**src/rtl/uart_tx_arbiter_if.sv**
```systemverilog
// Request side (NUM_REQ packet sources) and TX side (packet handler) of uart_tx_arbiter.
// The arbiter connects through the slave modport; sources and handler use master.
interface uart_tx_arbiter_if #(
  parameter int NUM_REQ = 4,
  parameter int IDW     = $clog2(NUM_REQ)
) ();
  logic [NUM_REQ-1:0]    req_meta_valid;
  logic [NUM_REQ-1:0]    req_meta_ready;
  logic [NUM_REQ*8-1:0]  req_cmd;
  logic [NUM_REQ*16-1:0] req_length;
  logic [NUM_REQ*8-1:0]  req_payload_data;
  logic [NUM_REQ-1:0]    req_payload_valid;
  logic [NUM_REQ-1:0]    req_payload_last;
  logic [NUM_REQ-1:0]    req_payload_ready;

  logic                  tx_meta_valid;
  logic                  tx_meta_ready;
  logic [7:0]            tx_cmd;
  logic [15:0]           tx_length;
  logic [7:0]            tx_payload_data;
  logic                  tx_payload_valid;
  logic                  tx_payload_last;
  logic                  tx_payload_ready;

  logic [IDW-1:0]        grant_id;
  logic                  busy;
  logic                  proto_error;
  logic [IDW-1:0]        err_req_id;

  modport slave (
    input  req_meta_valid, req_cmd, req_length, req_payload_data,
           req_payload_valid, req_payload_last, tx_meta_ready, tx_payload_ready,
    output req_meta_ready, req_payload_ready, tx_meta_valid, tx_cmd, tx_length,
           tx_payload_data, tx_payload_valid, tx_payload_last,
           grant_id, busy, proto_error, err_req_id
  );

  modport master (
    output req_meta_valid, req_cmd, req_length, req_payload_data,
           req_payload_valid, req_payload_last, tx_meta_ready, tx_payload_ready,
    input  req_meta_ready, req_payload_ready, tx_meta_valid, tx_cmd, tx_length,
           tx_payload_data, tx_payload_valid, tx_payload_last,
           grant_id, busy, proto_error, err_req_id
  );
endinterface

```
**src/rtl/uart_tx_arbiter.sv**
```systemverilog
// Round-robin packet arbiter: grants one source per packet, forwards meta and payload
// to the packet handler and forces the payload to exactly the declared length.
module uart_tx_arbiter #(
  parameter int NUM_REQ = 4,
  parameter int IDW     = $clog2(NUM_REQ)
) (
  input  logic             clk,
  input  logic             rst,
  uart_tx_arbiter_if.slave bus
);

  typedef enum logic [2:0] {
    S_IDLE    = 3'd0,
    S_META    = 3'd1,
    S_PAYLOAD = 3'd2,
    S_PAD     = 3'd3,
    S_DRAIN   = 3'd4
  } state_e;

  state_e         state_q, state_d;
  logic [IDW-1:0] rr_ptr_q, rr_ptr_d;
  logic [IDW-1:0] gid_q, gid_d;
  logic [IDW-1:0] err_id_q, err_id_d;
  logic [7:0]     cmd_q, cmd_d;
  logic [15:0]    len_q, len_d;
  logic [15:0]    cnt_q, cnt_d;
  logic           meta_valid_q, meta_valid_d;
  logic           busy_q, busy_d;
  logic           perr_q, perr_d;

  logic           found;
  logic           hit;
  logic [IDW-1:0] win;
  int             idx;
  logic           g_valid;
  logic           g_last;
  logic [7:0]     g_data;
  logic           last_beat;

  // First requesting source at or after rr_ptr, wrapping past NUM_REQ-1
  always_comb begin
    found = 1'b0;
    hit   = 1'b0;
    win   = '0;
    idx   = 0;
    for (int k = 0; k < NUM_REQ; k++) begin
      idx   = (int'(rr_ptr_q) + k >= NUM_REQ) ? int'(rr_ptr_q) + k - NUM_REQ : int'(rr_ptr_q) + k;
      hit   = bus.req_meta_valid[idx] && !found;
      win   = hit ? IDW'(idx) : win;
      found = found || bus.req_meta_valid[idx];
    end
  end

  assign g_valid   = bus.req_payload_valid[gid_q];
  assign g_last    = bus.req_payload_last[gid_q];
  assign g_data    = bus.req_payload_data[{gid_q, 3'b000} +: 8];
  assign last_beat = (cnt_q == len_q - 16'd1);

  // Next state, payload pass-through and per-source ready steering
  always_comb begin
    state_d  = state_q;
    rr_ptr_d = rr_ptr_q;
    gid_d    = gid_q;
    err_id_d = err_id_q;
    cmd_d    = cmd_q;
    len_d    = len_q;
    cnt_d    = cnt_q;
    perr_d   = 1'b0;

    bus.req_meta_ready    = '0;
    bus.req_payload_ready = '0;
    bus.tx_payload_valid  = 1'b0;
    bus.tx_payload_data   = 8'h00;
    bus.tx_payload_last   = 1'b0;

    case (state_q)
      S_IDLE: begin
        // No grant while reset is held so every ready reads 0 during reset
        if (found && !rst) begin
          bus.req_meta_ready[win] = 1'b1;
          cmd_d    = bus.req_cmd[{win, 3'b000} +: 8];
          len_d    = bus.req_length[{win, 4'b0000} +: 16];
          gid_d    = win;
          cnt_d    = 16'd0;
          rr_ptr_d = (int'(win) == NUM_REQ - 1) ? '0 : win + IDW'(1);
          state_d  = S_META;
        end else begin
          state_d = S_IDLE;
        end
      end
      S_META: begin
        if (meta_valid_q && bus.tx_meta_ready) begin
          state_d = (len_q != 16'd0) ? S_PAYLOAD : S_IDLE;
        end else begin
          state_d = S_META;
        end
      end
      S_PAYLOAD: begin
        bus.tx_payload_valid         = g_valid;
        bus.tx_payload_data          = g_data;
        bus.tx_payload_last          = last_beat;
        bus.req_payload_ready[gid_q] = bus.tx_payload_ready;
        if (g_valid && bus.tx_payload_ready) begin
          cnt_d = cnt_q + 16'd1;
          if (last_beat && g_last) begin
            state_d = S_IDLE;
          end else if (last_beat || g_last) begin
            // Long packet: discard the excess. Short packet: zero-fill to length.
            perr_d   = 1'b1;
            err_id_d = gid_q;
            state_d  = last_beat ? S_DRAIN : S_PAD;
          end else begin
            state_d = S_PAYLOAD;
          end
        end else begin
          state_d = S_PAYLOAD;
        end
      end
      S_PAD: begin
        bus.tx_payload_valid = 1'b1;
        bus.tx_payload_data  = 8'h00;
        bus.tx_payload_last  = last_beat;
        if (bus.tx_payload_ready) begin
          cnt_d   = cnt_q + 16'd1;
          state_d = last_beat ? S_IDLE : S_PAD;
        end else begin
          state_d = S_PAD;
        end
      end
      S_DRAIN: begin
        bus.req_payload_ready[gid_q] = 1'b1;
        if (g_valid && g_last) begin
          state_d = S_IDLE;
        end else begin
          state_d = S_DRAIN;
        end
      end
      default: begin
        state_d = S_IDLE;
      end
    endcase

    meta_valid_d = (state_d == S_META);
    busy_d       = (state_d != S_IDLE);
  end

  // State, captured meta, counters and registered status outputs
  always_ff @(posedge clk) begin
    if (rst) begin
      state_q      <= S_IDLE;
      rr_ptr_q     <= '0;
      gid_q        <= '0;
      err_id_q     <= '0;
      cmd_q        <= 8'h00;
      len_q        <= 16'h0000;
      cnt_q        <= 16'h0000;
      meta_valid_q <= 1'b0;
      busy_q       <= 1'b0;
      perr_q       <= 1'b0;
    end else begin
      state_q      <= state_d;
      rr_ptr_q     <= rr_ptr_d;
      gid_q        <= gid_d;
      err_id_q     <= err_id_d;
      cmd_q        <= cmd_d;
      len_q        <= len_d;
      cnt_q        <= cnt_d;
      meta_valid_q <= meta_valid_d;
      busy_q       <= busy_d;
      perr_q       <= perr_d;
    end
  end

  assign bus.tx_meta_valid = meta_valid_q;
  assign bus.tx_cmd        = cmd_q;
  assign bus.tx_length     = len_q;
  assign bus.grant_id      = gid_q;
  assign bus.busy          = busy_q;
  assign bus.proto_error   = perr_q;
  assign bus.err_req_id    = err_id_q;

endmodule

```
**src/flat_wrapper.sv**
```systemverilog
// flat-port wrapper written by rule: the top's interface ports become plain ports
module uart_tx_arbiter_flat 
#(
  parameter int NUM_REQ = 4,
  parameter int IDW     = $clog2(NUM_REQ)
)
  (clk, rst, bus_req_meta_valid, bus_req_cmd, bus_req_length, bus_req_payload_data, bus_req_payload_valid, bus_req_payload_last, bus_tx_meta_ready, bus_tx_payload_ready, bus_req_meta_ready, bus_req_payload_ready, bus_tx_meta_valid, bus_tx_cmd, bus_tx_length, bus_tx_payload_data, bus_tx_payload_valid, bus_tx_payload_last, bus_grant_id, bus_busy, bus_proto_error, bus_err_req_id);
  uart_tx_arbiter_if #(.NUM_REQ(NUM_REQ), .IDW(IDW)) bus_i ();
  input  logic clk;
  input  logic rst;
  input wire logic [$bits(bus_i.req_meta_valid)-1:0] bus_req_meta_valid;
  input wire logic [$bits(bus_i.req_cmd)-1:0] bus_req_cmd;
  input wire logic [$bits(bus_i.req_length)-1:0] bus_req_length;
  input wire logic [$bits(bus_i.req_payload_data)-1:0] bus_req_payload_data;
  input wire logic [$bits(bus_i.req_payload_valid)-1:0] bus_req_payload_valid;
  input wire logic [$bits(bus_i.req_payload_last)-1:0] bus_req_payload_last;
  input wire logic [$bits(bus_i.tx_meta_ready)-1:0] bus_tx_meta_ready;
  input wire logic [$bits(bus_i.tx_payload_ready)-1:0] bus_tx_payload_ready;
  output wire logic [$bits(bus_i.req_meta_ready)-1:0] bus_req_meta_ready;
  output wire logic [$bits(bus_i.req_payload_ready)-1:0] bus_req_payload_ready;
  output wire logic [$bits(bus_i.tx_meta_valid)-1:0] bus_tx_meta_valid;
  output wire logic [$bits(bus_i.tx_cmd)-1:0] bus_tx_cmd;
  output wire logic [$bits(bus_i.tx_length)-1:0] bus_tx_length;
  output wire logic [$bits(bus_i.tx_payload_data)-1:0] bus_tx_payload_data;
  output wire logic [$bits(bus_i.tx_payload_valid)-1:0] bus_tx_payload_valid;
  output wire logic [$bits(bus_i.tx_payload_last)-1:0] bus_tx_payload_last;
  output wire logic [$bits(bus_i.grant_id)-1:0] bus_grant_id;
  output wire logic [$bits(bus_i.busy)-1:0] bus_busy;
  output wire logic [$bits(bus_i.proto_error)-1:0] bus_proto_error;
  output wire logic [$bits(bus_i.err_req_id)-1:0] bus_err_req_id;
  assign bus_i.req_meta_valid = bus_req_meta_valid;
  assign bus_i.req_cmd = bus_req_cmd;
  assign bus_i.req_length = bus_req_length;
  assign bus_i.req_payload_data = bus_req_payload_data;
  assign bus_i.req_payload_valid = bus_req_payload_valid;
  assign bus_i.req_payload_last = bus_req_payload_last;
  assign bus_i.tx_meta_ready = bus_tx_meta_ready;
  assign bus_i.tx_payload_ready = bus_tx_payload_ready;
  assign bus_req_meta_ready = bus_i.req_meta_ready;
  assign bus_req_payload_ready = bus_i.req_payload_ready;
  assign bus_tx_meta_valid = bus_i.tx_meta_valid;
  assign bus_tx_cmd = bus_i.tx_cmd;
  assign bus_tx_length = bus_i.tx_length;
  assign bus_tx_payload_data = bus_i.tx_payload_data;
  assign bus_tx_payload_valid = bus_i.tx_payload_valid;
  assign bus_tx_payload_last = bus_i.tx_payload_last;
  assign bus_grant_id = bus_i.grant_id;
  assign bus_busy = bus_i.busy;
  assign bus_proto_error = bus_i.proto_error;
  assign bus_err_req_id = bus_i.err_req_id;
  uart_tx_arbiter #(.NUM_REQ(NUM_REQ), .IDW(IDW)) u_core (.clk(clk), .rst(rst), .bus(bus_i));
endmodule
```
**config.mk**
```make
export PLATFORM = sky130hd
export DESIGN_NAME = uart_tx_arbiter_flat
export DESIGN_NICKNAME = d
export VERILOG_FILES = /design/src/rtl/uart_tx_arbiter_if.sv /design/src/rtl/uart_tx_arbiter.sv /design/src/flat_wrapper.sv
export SDC_FILE = /design/constraint.sdc
export NUM_CORES = 1
export LEC_CHECK = 0
export BUFFER_PORTS_ARGS = -buffer_cell sky130_fd_sc_hd__buf_2
export CAP_MARGIN = 10
export CORE_MARGIN = 2
export CORE_UTILIZATION = 50
export DETAILED_ROUTE_END_ITERATION = 16
export MAX_ROUTING_LAYER = met4
export PLACE_DENSITY_LB_ADDON = 0.3
export RECOVER_POWER = 100
export SKIP_CTS_REPAIR_TIMING = 1
export SYNTH_ARGS = -nofsm -noshare
export SYNTH_HDL_FRONTEND = slang
export SYNTH_SLANG_ARGS = --single-unit
```
**constraint.sdc**
```tcl
create_clock -name clk -period 4.95 [get_ports clk]
set_input_delay 0.99 -clock clk [delete_from_list [all_inputs] [get_ports clk]]
set_output_delay 0.99 -clock clk [all_outputs]
set_load 0.03 [all_outputs]
```
# == Word level (Yosys, flattened, before mapping) ==
# Cells that the tools add are included.
# totals
regBits,52
latch_bits,0
ramBits,0
rom_bits,0
in_bits,144
out_inout_bits,49
elab_cells,127
n_memories,0
# classes
addsub,10
n_mul,0
div_mod_pow,0
n_lt_le_gt_ge,12
eq_ne,10
shift,3
muxes,51
bitwise,4
reduce_logical,27
# ops
operator,count
32-bit by 4-bit less-than comparator with 1-bit output (second input constant),4
32-bit 2-to-1 mux,4
32-bit by 4-bit greater-or-equal comparator with 1-bit output (second input constant),3
32-bit by 4-bit subtractor with 32-bit output (second input constant),3
32-bit by 6-bit indexed part select with 8-bit output,2
64-bit by 7-bit indexed part select with 16-bit output,1
16-bit 2-to-1 mux,3
16-bit case mux with 3 select lines,1
3-bit 2-to-1 mux,7
16-bit by 1-bit adder with 16-bit output (second input constant),1
16-bit == test,1
16-bit nonzero test,1
16-bit by 1-bit subtractor with 16-bit output (second input constant),1
1-bit 2-to-1 mux,15
3-bit case mux with 5 select lines,1
2-bit 2-to-1 mux,7
1-bit binary-select mux with 2-bit select,6
1-bit logical AND,10
4-bit 2-to-1 mux,2
8-bit 2-to-1 mux,1
4-bit case mux with 2 select lines,1
4-bit AND reduction,2
2-bit by 2-bit adder with 3-bit output (second input constant),2
3-bit by 1-bit == test with 1-bit output (second input constant),2
other kinds (22),36

# == Longest topological paths before layout ==
# logic_depth
word_depth,17
mapped_depth,11
mapped_depth_nobuf,9

# == Worst setup path before layout ==
# OpenSTA, ideal clock, no wires.
# synth_timing
path_type,input-to-output
from,input bus_req_meta_valid[2]
to,output bus_req_meta_ready[3]
arrival_ns,2.793
t_required_ns,3.960
path_slack_ns,1.167
stages,8
n_path_buf,2
path_cell_list,a22o_1 -> a211oi_1 -> nand2_1 -> inv_1 -> clkbuf_1 -> clkbuf_1 -> ha_1 -> and2_1
# synth_between
elab_chain_len,14
word_cells_on_any_way,33
cone_classes,order compare: 2; mux: 20; reduce/logical: 11
# synth_lines
element,line_no,rtl
"start, declared",flat_wrapper.sv:11,input wire logic [$bits(bus_i.req_meta_valid)-1:0] bus_req_meta_valid;
1-bit binary-select mux with 2-bit select,"uart_tx_arbiter.sv:48, uart_tx_arbiter.sv:50",
1-bit 2-to-1 mux (implied by the code) (2 in series),"uart_tx_arbiter.sv:48, uart_tx_arbiter.sv:50",
1-bit logical NOT / 1-bit logical OR (equally long branches),"uart_tx_arbiter.sv:48, uart_tx_arbiter.sv:50",
1-bit logical AND (tied with other cells),uart_tx_arbiter.sv:48,hit = bus.req_meta_valid[idx] && !found;
2-bit 2-to-1 mux (tied with other cells),uart_tx_arbiter.sv:49,win = hit ? IDW'(idx) : win;
2-bit 2-to-1 mux / 1-bit logical AND (equally long branches),"uart_tx_arbiter.sv:49, uart_tx_arbiter.sv:48",
2-bit 2-to-1 mux *,uart_tx_arbiter.sv:49,
named net u_core.win[0],uart_tx_arbiter.sv:33,logic [IDW-1:0] win;
2-bit by 3-bit less-than comparator with 1-bit output (implied by the code) / 2-bit by 1-bit greater-or-equal comparator with 1-bit output (equally long branches),uart_tx_arbiter.sv:80,bus.req_meta_ready[win] = 1'b1;
1-bit logical AND (implied by the code),uart_tx_arbiter.sv:80,
1-bit 2-to-1 mux (implied by the code),uart_tx_arbiter.sv:80,
1-bit demux with 2-bit select *,--,
4-bit 2-to-1 mux *,uart_tx_arbiter.sv:79,if (found && !rst) begin
4-bit 2-to-1 mux *,uart_tx_arbiter.sv:76,case (state_q)
"end, declared",flat_wrapper.sv:19,output wire logic [$bits(bus_i.req_meta_ready)-1:0] bus_req_meta_ready;
# Mark *: on every way through the listed nets, which the timed path passes. The rest lies on a longest branch. The select of a mux whose other input is x is not followed.

# == Worst setup path after layout ==
# layout_timing
from,"register u_core.len_q[0], in the netlist u_core.bus.tx_length[0]"
to,output bus_tx_payload_last
# layout_between
elab_chain_len,3
# layout_lines
element,line_no,rtl
"start, declared",uart_tx_arbiter.sv:25,"logic [15:0] len_q, len_d;"
"start signal, assigned",uart_tx_arbiter.sv:166,len_q <= len_d;
16-bit by 1-bit subtractor with 16-bit output,uart_tx_arbiter.sv:57,assign last_beat = (cnt_q == len_q - 16'd1);
16-bit == test,uart_tx_arbiter.sv:57,
1-bit 2-to-1 mux,uart_tx_arbiter.sv:76,
"end, declared",flat_wrapper.sv:26,output wire logic [$bits(bus_i.tx_payload_last)-1:0] bus_tx_payload_last;
# No other way between the ends.

==> run summary <==
DRT iter0 DRCs: 242
R2R Setup Slk: 1360 ps
Root Buffer: clkbuf_8
Largest net degree at the start of global routing: 50
Hpwl dp: 9050 microns
Worst r2r src: u_core.bus.tx_length[0]
Leak pwr: 2.02 nW
Clk sinks: 52
Slew @ Worst Pin: 1470 ps
Aggregate negative setup slack: 0 ps
CTS tree: yes
DRT Pass-1 Iters: 5
Fin worst setup slack: 894 ps
Drt wl/cell: 15.3 microns
Distinct cell type count after synthesis: 56
Cell area after synthesis: 3850 sq um
Worst Hold End: u_core.bus.tx_cmd[7]
Post-route insts no fill: 758
Fmax: 247 MHz
Synth warnings: 0
Vias in the first global route: 4049
Routed vias: 4304
Inserted Clock Buffers: 5
WP data required: 3960 ps
Final period utilization: 0.819
WS Path Type: reg2out
Unrepaired setup endpoints after global routing: false
Final nets: 805
Worst Reg-to-Reg Cells: 9
Gr ovfl total: 0
Hold Crit Depth: 2
Global-route wire length before repair: 18900 microns
Max VDD drop: 0.000195 V
DIE AREA: 8420 sq um
Final setup viols: 0
I/O pin total: 193
Chip Height: 91.8 microns
Hold path startpoint: u_core.bus.tx_cmd[7]
Ys async rst share: 0
Max cap viols: 0
Clock transition at path regs: 100 ps
Final count of hold timing violations: 0
Gpl congestion: 0.907
Initial antenna violation count: 0
Minimum clock period: 4060 ps
Synth Instances: 486
Place WS: 1030 ps
Synth area leader: dfxtp_1
IO Port Bufs: 192
Synth area leaders: dfxtp_1 (27%), nand2_1 (8.0%), mux4_2 (5.8%)
Placed cells: 750
Critical Path Fanout Max: 8
Hold Path Class: reg2reg
Synth Flop Type: dfxtp_1
Gr usage total: 0.278
Pwr per Cell Area: 368 nW/um^2
Routed Wire Length: 11600 microns
CP startpoint kind: flop
Worst EP arrival: 3070 ps
Flops & latches, synth: 52
Clock skew: 8.95 ps
Number of diodes: 0
Final ANT Viol Nets: 0
Status: finished, final reports clean
Core Rows: 32
FF-to-FF End: u_core.bus.tx_meta_valid
Seq/Total Area, Yosys: 0.270
Die X: 91.8 microns
Starting density of the core: 0.506
Bufs on Longest Clock Path: 2
Share of layout cells above drive strength 1: 0.259
Critical Path Sink Type: primary output
H-tree depth: 2
DRC viols: 0
Post-synth EDFFs: 0
Worst-skew pair later-pin latency: 310 ps
Core box area: 7610 sq um
Count of pins over their slew limit: 0
Post-Synthesis Mean Instance Area: 7.93 sq um
Fillcell total: 715
Pwr Total: 0.00179 W
Mapped Nets: 636
Vias per cell: 5.68
Rel. slew slack: 0.0207
Area fraction of the dominant cell type after synthesis: 0.270
Area growth from synthesis to layout: 26.6%
registers in the layout (all words and copies together), names as in the netlist:
name and count:
u_core.state_q 3, u_core.bus.err_req_id 2, u_core.bus.tx_cmd 8, u_core.bus.tx_meta_valid 1, u_core.bus.proto_error 1, u_core.bus.tx_length 16, u_core.bus.busy 1, u_core.cnt_q 16
u_core.bus.grant_id 2, u_core.rr_ptr_q 2
synthesized netlist by cell type (all sizes together), types with 2 or more instances:
library cell / n
a311o: 15
o31ai: 2
a21oi: 37
dfxtp: 52
xnor2: 12
nand2: 82
nand3: 12
and4: 2
and2: 22
o21ai: 4
clkbuf: 31
nor4: 7
a221o: 18
a211o: 2
o2bb2ai: 2
nor3: 10
nor3b: 2
mux4: 10
nor2: 35
a31oi: 6
buf: 3
nand4: 5
nand3b: 3
or4: 2
ha: 6
xor2: 19
inv: 8
o211ai: 2
a211oi: 19
mux2i: 6
nor2b: 11
nand2b: 13
nor4b: 3
and3: 9
stage by stage:
step	utilization	instance area (sq um)	hold slack, ps
floorplan	-	3850	471
global placement	0.637	4840	443
finish	0.641	4880	462
global route	0.641	4880	488
detailed placement	0.637	4840	446
CTS	0.652	4960	462
worst max-delay path, cell delays in order (launching register included):
cell and delay [ps]:
dfxtp_1 390, inv_1 80, ha_1 210, nor3b_2 480, a21oi_1 140, a2111oi_0 680
nand2_1 110, nand4bb_1 210, nor2_1 130, clkbuf_1 330
report_power, final:
group | leakage, nW | internal, W | switching (W) | total [W]
logic | 1.53 | 0.000372 | 0.000530 | 0.000902
clock network | 0.0600 | 0.000153 | 0.000150 | 0.000303
registers | 0.426 | 0.000478 | 0.000111 | 0.000588
total | 2.02 | 0.00100 | 0.000791 | 0.00179
cell usage in the layout, fill, tap and decap left out, drive strengths merged, types with 2 or more instances in the layout:
master	netlist	final
o31ai	2	2
and4	2	2
a21oi	37	37
ha	6	6
nor2	35	35
o21ai	4	4
xnor2	12	12
nor3b	2	2
nand3	12	12
nand4	5	5
o211ai	2	2
clkbuf	31	57
nor2b	11	11
a211o	2	2
a221o	18	18
nor4	7	7
nor3	10	10
a211oi	19	19
and3	9	9
dfxtp	52	52
or4	2	2
mux4	10	10
nor4b	3	3
a31oi	6	6
a311o	15	15
nand2b	13	13
nand3b	3	3
mux2i	6	6
o2bb2ai	2	2
buf	3	144
and2	22	22
xor2	19	19
nand2	82	82
inv	8	9
worst max-delay path by stage:
stage,start,endpoint,slack [ps],cells past startpoint
3_5_place_dp,bus_req_meta_valid[0],bus_req_meta_ready[3],1030,8
6_report,u_core.bus.tx_length[0],bus_tx_payload_last,890,9
3_3_place_gp,bus_req_meta_valid[0],bus_req_meta_ready[3],1100,8
4_1_cts,bus_req_meta_valid[0],bus_req_meta_ready[3],1030,8
5_1_grt,u_core.bus.tx_length[0],bus_tx_payload_last,620,9
2_1_floorplan,bus_req_meta_valid[2],bus_req_meta_ready[3],1170,8
layer usage:
metal	wire length, microns	part of all wire	vias up	GRT usage
li1	-	-	2116	-
met1	4950	0.43	1971	0.363
met2	5740	0.49	189	0.448
met3	701	0.060	28	0.0370
met4	239	0.021	0	0.0958
met5	0	0	-	-
cell type report:
| type | instances | area [sq um] | share of cell area |
|---|---|---|---|
| Sequential cell | 52 | 1040 | 0.213 |
| Timing Repair Buffer | 196 | 923 | 0.189 |
| Tap cell | 102 | 128 | 0.0262 |
| Inverter | 8 | 30.0 | 0.00616 |
| Clock inverter | 3 | 46.3 | 0.00949 |
| Clock buffer | 5 | 68.8 | 0.0141 |
| Multi-Input combinational cell | 392 | 2640 | 0.541 |
cell families after synthesis:
family / count (synthesis) / synth area share
muxes: 16 / 0.0750
AOI/OAI and AO/OA: 116 / 0.222
and+or+nand+nor: 223 / 0.300
adders and majority gates: 6 / 0.0195
buffers and inverters: 42 / 0.0429
xor gates and xnor gates: 31 / 0.0705
DFF: 52 / 0.270
(Power assumes the default switching activity.)
